<file path="src/rtl/gfsk_pulse_shaper.sv">
// GFSK bit-to-frequency shaper. Bits become +/-1 impulses, are zero-stuffed to
// SAMPLE_PER_SYMBOL samples, and pass through a multiplier-free Gaussian FIR.
module gfsk_pulse_shaper #(
   parameter int unsigned SAMPLE_PER_SYMBOL      = 8,
   parameter int unsigned NUM_TAP                = 17,
   parameter int unsigned TAP_ADDR_BIT_WIDTH     = 5,
   parameter int unsigned GAUSS_FILTER_BIT_WIDTH = 16,
   parameter int unsigned VCO_BIT_WIDTH          = 16
) (
   input  logic                                     clk,
   input  logic                                     rst_n,
   input  logic        [TAP_ADDR_BIT_WIDTH-1:0]     gauss_filter_tap_index,
   input  logic signed [GAUSS_FILTER_BIT_WIDTH-1:0] gauss_filter_tap_value,
   input  logic                                     gauss_filter_tap_write,
   input  logic                                     bit_in,
   input  logic                                     bit_in_valid,
   input  logic                                     bit_in_valid_last,
   output logic                                     bit_in_ready,
   output logic signed [VCO_BIT_WIDTH-1:0]          voltage_signal,
   output logic                                     voltage_signal_valid,
   output logic                                     voltage_signal_valid_last
);

   localparam int unsigned ACC_W  = GAUSS_FILTER_BIT_WIDTH + 5;
   localparam int unsigned CNT_W  = $clog2(SAMPLE_PER_SYMBOL);
   localparam int unsigned FCNT_W = $clog2(NUM_TAP);

   localparam logic [CNT_W-1:0]  CNT_LAST  = CNT_W'(SAMPLE_PER_SYMBOL - 1);
   localparam logic [FCNT_W-1:0] FCNT_LAST = FCNT_W'(NUM_TAP - 2);

   localparam logic signed [ACC_W-1:0] SAT_HI = ACC_W'((2 ** (VCO_BIT_WIDTH - 1)) - 1);
   localparam logic signed [ACC_W-1:0] SAT_LO = -SAT_HI - ACC_W'(1);

   typedef enum logic [1:0] {
      S_IDLE  = 2'd0,
      S_RUN   = 2'd1,
      S_FLUSH = 2'd2
   } state_t;

   state_t                                   state;
   logic        [CNT_W-1:0]                  cnt;
   logic        [FCNT_W-1:0]                 fcnt;
   logic                                     last_seen;
   logic        [NUM_TAP-1:0]                line_nz;
   logic        [NUM_TAP-1:0]                line_neg;
   logic signed [GAUSS_FILTER_BIT_WIDTH-1:0] coef [NUM_TAP];
   logic                                     push_q;
   logic                                     push_last_q;
   logic                                     accept;
   logic signed [ACC_W-1:0]                  acc;
   logic signed [VCO_BIT_WIDTH-1:0]          sat;

   // Coefficient bank; out-of-range addresses match no entry and are dropped.
   always_ff @(posedge clk or negedge rst_n) begin
      if (!rst_n) begin
         for (int k = 0; k < NUM_TAP; k++) begin
            coef[k] <= '0;
         end
      end else if (gauss_filter_tap_write) begin
         for (int k = 0; k < NUM_TAP; k++) begin
            if (gauss_filter_tap_index == TAP_ADDR_BIT_WIDTH'(k)) begin
               coef[k] <= gauss_filter_tap_value;
            end
         end
      end
   end

   // Each line entry is 0 or +/-1, so the dot product is add/subtract/skip.
   always_comb begin
      acc = '0;
      for (int k = 0; k < NUM_TAP; k++) begin
         if (line_nz[k]) begin
            if (line_neg[k]) begin
               acc = acc - ACC_W'(coef[k]);
            end else begin
               acc = acc + ACC_W'(coef[k]);
            end
         end
      end
   end

   always_comb begin
      sat = VCO_BIT_WIDTH'(acc);
      if (acc > SAT_HI) begin
         sat = VCO_BIT_WIDTH'(SAT_HI);
      end else if (acc < SAT_LO) begin
         sat = VCO_BIT_WIDTH'(SAT_LO);
      end
   end

   always_comb begin
      bit_in_ready = 1'b0;
      case (state)
         S_IDLE:  bit_in_ready = 1'b1;
         S_RUN:   bit_in_ready = (cnt == '0) && !last_seen;
         default: bit_in_ready = 1'b0;
      endcase
   end

   assign accept = bit_in_valid && bit_in_ready;

   // Symbol sequencing. The last RUN push hands straight over to FLUSH so the
   // tail stays contiguous with the payload samples.
   always_ff @(posedge clk or negedge rst_n) begin
      if (!rst_n) begin
         state       <= S_IDLE;
         cnt         <= '0;
         fcnt        <= '0;
         last_seen   <= 1'b0;
         line_nz     <= '0;
         line_neg    <= '0;
         push_q      <= 1'b0;
         push_last_q <= 1'b0;
      end else begin
         push_q      <= 1'b0;
         push_last_q <= 1'b0;
         case (state)
            S_IDLE: begin
               if (accept) begin
                  line_nz   <= {line_nz[NUM_TAP-2:0], 1'b1};
                  line_neg  <= {line_neg[NUM_TAP-2:0], ~bit_in};
                  cnt       <= CNT_W'(1);
                  last_seen <= bit_in_valid_last;
                  push_q    <= 1'b1;
                  state     <= S_RUN;
               end
            end
            S_RUN: begin
               if (cnt != '0) begin
                  line_nz  <= {line_nz[NUM_TAP-2:0], 1'b0};
                  line_neg <= {line_neg[NUM_TAP-2:0], 1'b0};
                  push_q   <= 1'b1;
                  if (cnt == CNT_LAST) begin
                     cnt <= '0;
                     if (last_seen) begin
                        fcnt  <= '0;
                        state <= S_FLUSH;
                     end
                  end else begin
                     cnt <= cnt + CNT_W'(1);
                  end
               end else if (accept) begin
                  line_nz   <= {line_nz[NUM_TAP-2:0], 1'b1};
                  line_neg  <= {line_neg[NUM_TAP-2:0], ~bit_in};
                  cnt       <= CNT_W'(1);
                  last_seen <= bit_in_valid_last;
                  push_q    <= 1'b1;
               end
            end
            S_FLUSH: begin
               push_q <= 1'b1;
               if (fcnt == FCNT_LAST) begin
                  // Last impulse is already past the final tap, so clearing
                  // equals shifting in one more zero.
                  line_nz     <= '0;
                  line_neg    <= '0;
                  push_last_q <= 1'b1;
                  last_seen   <= 1'b0;
                  fcnt        <= '0;
                  state       <= S_IDLE;
               end else begin
                  line_nz  <= {line_nz[NUM_TAP-2:0], 1'b0};
                  line_neg <= {line_neg[NUM_TAP-2:0], 1'b0};
                  fcnt     <= fcnt + FCNT_W'(1);
               end
            end
            default: state <= S_IDLE;
         endcase
      end
   end

   // Output stage: one cycle after each push, holding value when idle.
   always_ff @(posedge clk or negedge rst_n) begin
      if (!rst_n) begin
         voltage_signal            <= '0;
         voltage_signal_valid      <= 1'b0;
         voltage_signal_valid_last <= 1'b0;
      end else begin
         voltage_signal_valid      <= push_q;
         voltage_signal_valid_last <= push_last_q;
         if (push_q) begin
            voltage_signal <= sat;
         end
      end
   end

endmodule

</file>
<file path="config.mk">
export PLATFORM = sky130hd
export DESIGN_NAME = gfsk_pulse_shaper
export DESIGN_NICKNAME = d
export VERILOG_FILES = /design/src/rtl/gfsk_pulse_shaper.sv
export SDC_FILE = /design/constraint.sdc
export NUM_CORES = 1
export LEC_CHECK = 0
export BUFFER_PORTS_ARGS = -buffer_cell sky130_fd_sc_hd__buf_2
export CORE_UTILIZATION = 44
export CTS_CLUSTER_DIAMETER = 200
export DETAILED_ROUTE_END_ITERATION = 8
export PLACE_DENSITY_LB_ADDON = 0.3
export SLEW_MARGIN = 10
export SYNTH_ARGS = -nofsm -noshare
export SYNTH_HDL_FRONTEND = slang
export SYNTH_SLANG_ARGS = --single-unit
</file>
<file path="constraint.sdc">
create_clock -name clk -period 24.7 [get_ports clk]
set_input_delay 4.94 -clock clk [delete_from_list [all_inputs] [get_ports clk]]
set_output_delay 4.94 -clock clk [all_outputs]
set_load 0.005 [all_outputs]
</file>
==> impl_metrics.tcl <==
set metrics [dict create \
    status "complete, no violations" \
    finalWorstPathRequiredPeriod_ns 23.47 \
    synth.net_count 4904 \
    synth-seq-area-share_pct 22.6 \
    floorplan.die.width_um 293 \
    drt_iter0_markers 2235 \
    tritoncts "yes" \
    first_global_vias 30600 \
    tightestPinTransition_ns 1.20 \
    postRouteAntennaNets 0 \
    critical_path.most_common_cell "sky130_fd_sc_hd__ha_1" \
    grt_antenna_before_repair 5 \
    cts_buffer_depth 3 \
    totalWireLength_mm 109 \
    vias 33000 \
    layout-drive-gt1-share_pct 14.4 \
    cts_inserted_buffers 41 \
    wl_per_cell_um 19.2 \
    cp_data_required_time_ns 25.14 \
    final.period_utilization_pct 95.0 \
    end_kind "flip-flop" \
    setup_violations 0 \
    maxCapViolCount 0 \
    syn-cell-area_um2 37300 \
    grt_max_degree 130 \
    most_frequent_cells_in_the_layout "sky130_fd_sc_hd__a21oi_1 (390), sky130_fd_sc_hd__nor2_1 (388), sky130_fd_sc_hd__xnor2_1 (363)" \
    count_of_flip_flops_with_a_built_in_enable_after_synthesis 0 \
    worstPathArrival_ns 23.91 \
    initial_core_util_pct 44.6 \
    drt-vias-per-instance 5.83 \
    cts_hold_buffers 0 \
    post_synth.cell_area_avg_um2 8.25 \
    portBuffers 45 \
    layout.cells.most_common "sky130_fd_sc_hd__a21oi_1" \
    num_rows 106 \
    skew_ns 0.0391 \
    ctsRootBufferMaster "sky130_fd_sc_hd__clkbuf_16" \
    numClockSinks 337 \
    total_drc_errors_in_the_routed_layout 0 \
    floorplan.io_pins 46 \
    track_usage_pct 24.7 \
    ys_types 109 \
    postSynth.asyncResetShare_pct 100 \
    dpl-instance-area_um2 38600 \
    clk_pin_slew_ns 0.07 \
    cp_slowest_stage_delay_ns 0.52 \
    register_bit_total_from_synthesis 337 \
    global_route.overflow_total 0 \
    synth-main-ff-cell "sky130_fd_sc_hd__dfrtp_1" \
    setup.worst_path.class "reg2reg" \
    floorplan.core_area_um2 83800 \
    cts_max_level 2 \
    hold_path.class "reg2reg" \
    critical_path.startpoint_type "flip-flop" \
    drt_pass1_iterations 5 \
    critical_path.max_fanout 11 \
    design.die.area_um2 86000 \
    insertion_delay_ns 0.60 \
    synthCells 4526 \
    finish.instance_area_um2 40500 \
    final_nets 4868 \
    max_slew_margin_pct 19.5 \
    final-hold-violation-count 0 \
    flow.area_growth_from_synthesis_pct 8.39 \
    yosys_warnings 0 \
    timing_max_transition_violations_final 0 \
    dieHeight_um 293 \
    final_gp_congestion 0.906 \
    grt_first_pass_wirelength_mm 170 \
    crit_path_top_delay_cell "sky130_fd_sc_hd__or4_1" \
    final.fill_count 8178 \
    max_freq_mhz 42.6 \
    place.detailed.hpwl_mm 81.2 \
]
-- synth_stat cells, drive strengths merged (43+ instances only) --
library cell	count	area (um2)
nor3	131	661
a21o	74	556
mux2	356	4010
xor2	69	604
nor2	392	1470
dfrtp	337	8430
clkbuf	136	512
o21a	56	420
nand3	62	310
ha	335	4190
a21oi	397	1990
o21ai	278	1400
nand2	341	1280
xnor2	368	3230
or3	44	280
a31oi	54	365
inv	284	1070
nand2b	69	432
nor2b	50	313
a21boi	53	398
a211oi	43	350
mux2i	64	644
-- per-stage QoR --
step                hold WS, ns  util (%)  setup TNS [ns]  worst slack (ns)  instances
finish                    0.367      48.3               0              1.23       5658
global route              0.378      48.3          -0.468           -0.0632       5656
CTS                       0.372      47.8               0             0.212       5640
detailed placement        0.354      46.1               0             0.364       5566
global placement          0.338      46.1               0             0.975       5566
floorplan                 0.331         -               0              3.21       4526
-- timing repair --
action,CTS,global route
resized for setup,0,60
endpoints found under the setup margin,0,16
setup buffers,0,15
-- final timing paths --
check	slack [ns]	to	start	depth (start not counted)
setup / recovery	1.23	voltage_signal[3]$_DFFE_PN0P_	coef[241]$_DFFE_PN0P_	114
hold / removal	0.37	voltage_signal_valid_last$_DFF_PN0_	push_last_q$_DFF_PN0_	0
setup reg to reg	1.23	voltage_signal[3]$_DFFE_PN0P_	coef[241]$_DFFE_PN0P_	114
hold reg to reg	0.37	voltage_signal_valid_last$_DFF_PN0_	push_last_q$_DFF_PN0_	0
max in group asynchronous	18.84	line_neg[12]$_DFFE_PN0N_	rst_n	2
min in group asynchronous	4.31	coef[245]$_DFFE_PN0P_	rst_n	1
-- logic make-up (layout without fill, tap and decap cells) --
group,Yosys count,count (layout),share of synthesized area (%)
and+or+nand+nor,1271,1271,16.3
AOI/OAI and AO/OA,1235,1235,21.3
buffers and inverters,469,464,4.77
xor gates and xnor gates,440,440,10.4
muxes,420,420,12.5
adders and majority gates,354,354,12.2
DFF,337,337,22.6
other,0,3,0
-- sequential cells by signal, summed over array words and instances, names as in the netlist --
signal,cells
cnt,3
coef,272
fcnt,5
last_seen,1
line_neg,17
line_nz,17
push_last_q,1
push_q,1
state,2
voltage_signal,16
voltage_signal_valid,1
voltage_signal_valid_last,1
-- cell type report --
| cell class | instances | area, um2 | share of cell area (%) |
|---|---|---|---|
| sequential | 337 | 8440 | 20.8 |
| antenna | 3 | 7.51 | 0.0185 |
| inverter | 293 | 1100 | 2.72 |
| clock buffer | 49 | 1100 | 2.71 |
| multi-input combinational | 3720 | 27400 | 67.8 |
| clock inverter | 25 | 332 | 0.819 |
| timing repair buffer | 97 | 642 | 1.59 |
| tap | 1134 | 1420 | 3.51 |
-- worst max-delay path: cells and delay by family, from the launching register on --
family	cells	cell delay, ns
AO/OA/AOI/OAI	40	7.53
buffers and inverters	4	0.47
XOR/XNOR	18	3.28
flip-flops	1	0.42
multiplexers	5	1.43
AND/OR/NAND/NOR	31	4.67
adder cells (fa/ha/maj)	16	5.52
-- metal layers --
metal / vias to the layer above / track usage (%) / wire, um
li1: 16200 / - / -
met1: 15800 / 33.6 / 50100
met2: 815 / 39.8 / 49000
met3: 192 / 2.72 / 5390
met4: 6 / 9.95 / 4310
met5: - / 0 / 32
Power is not shown: default switching activity piles up to over one toggle a cycle in this logic, so the estimate is an artifact.
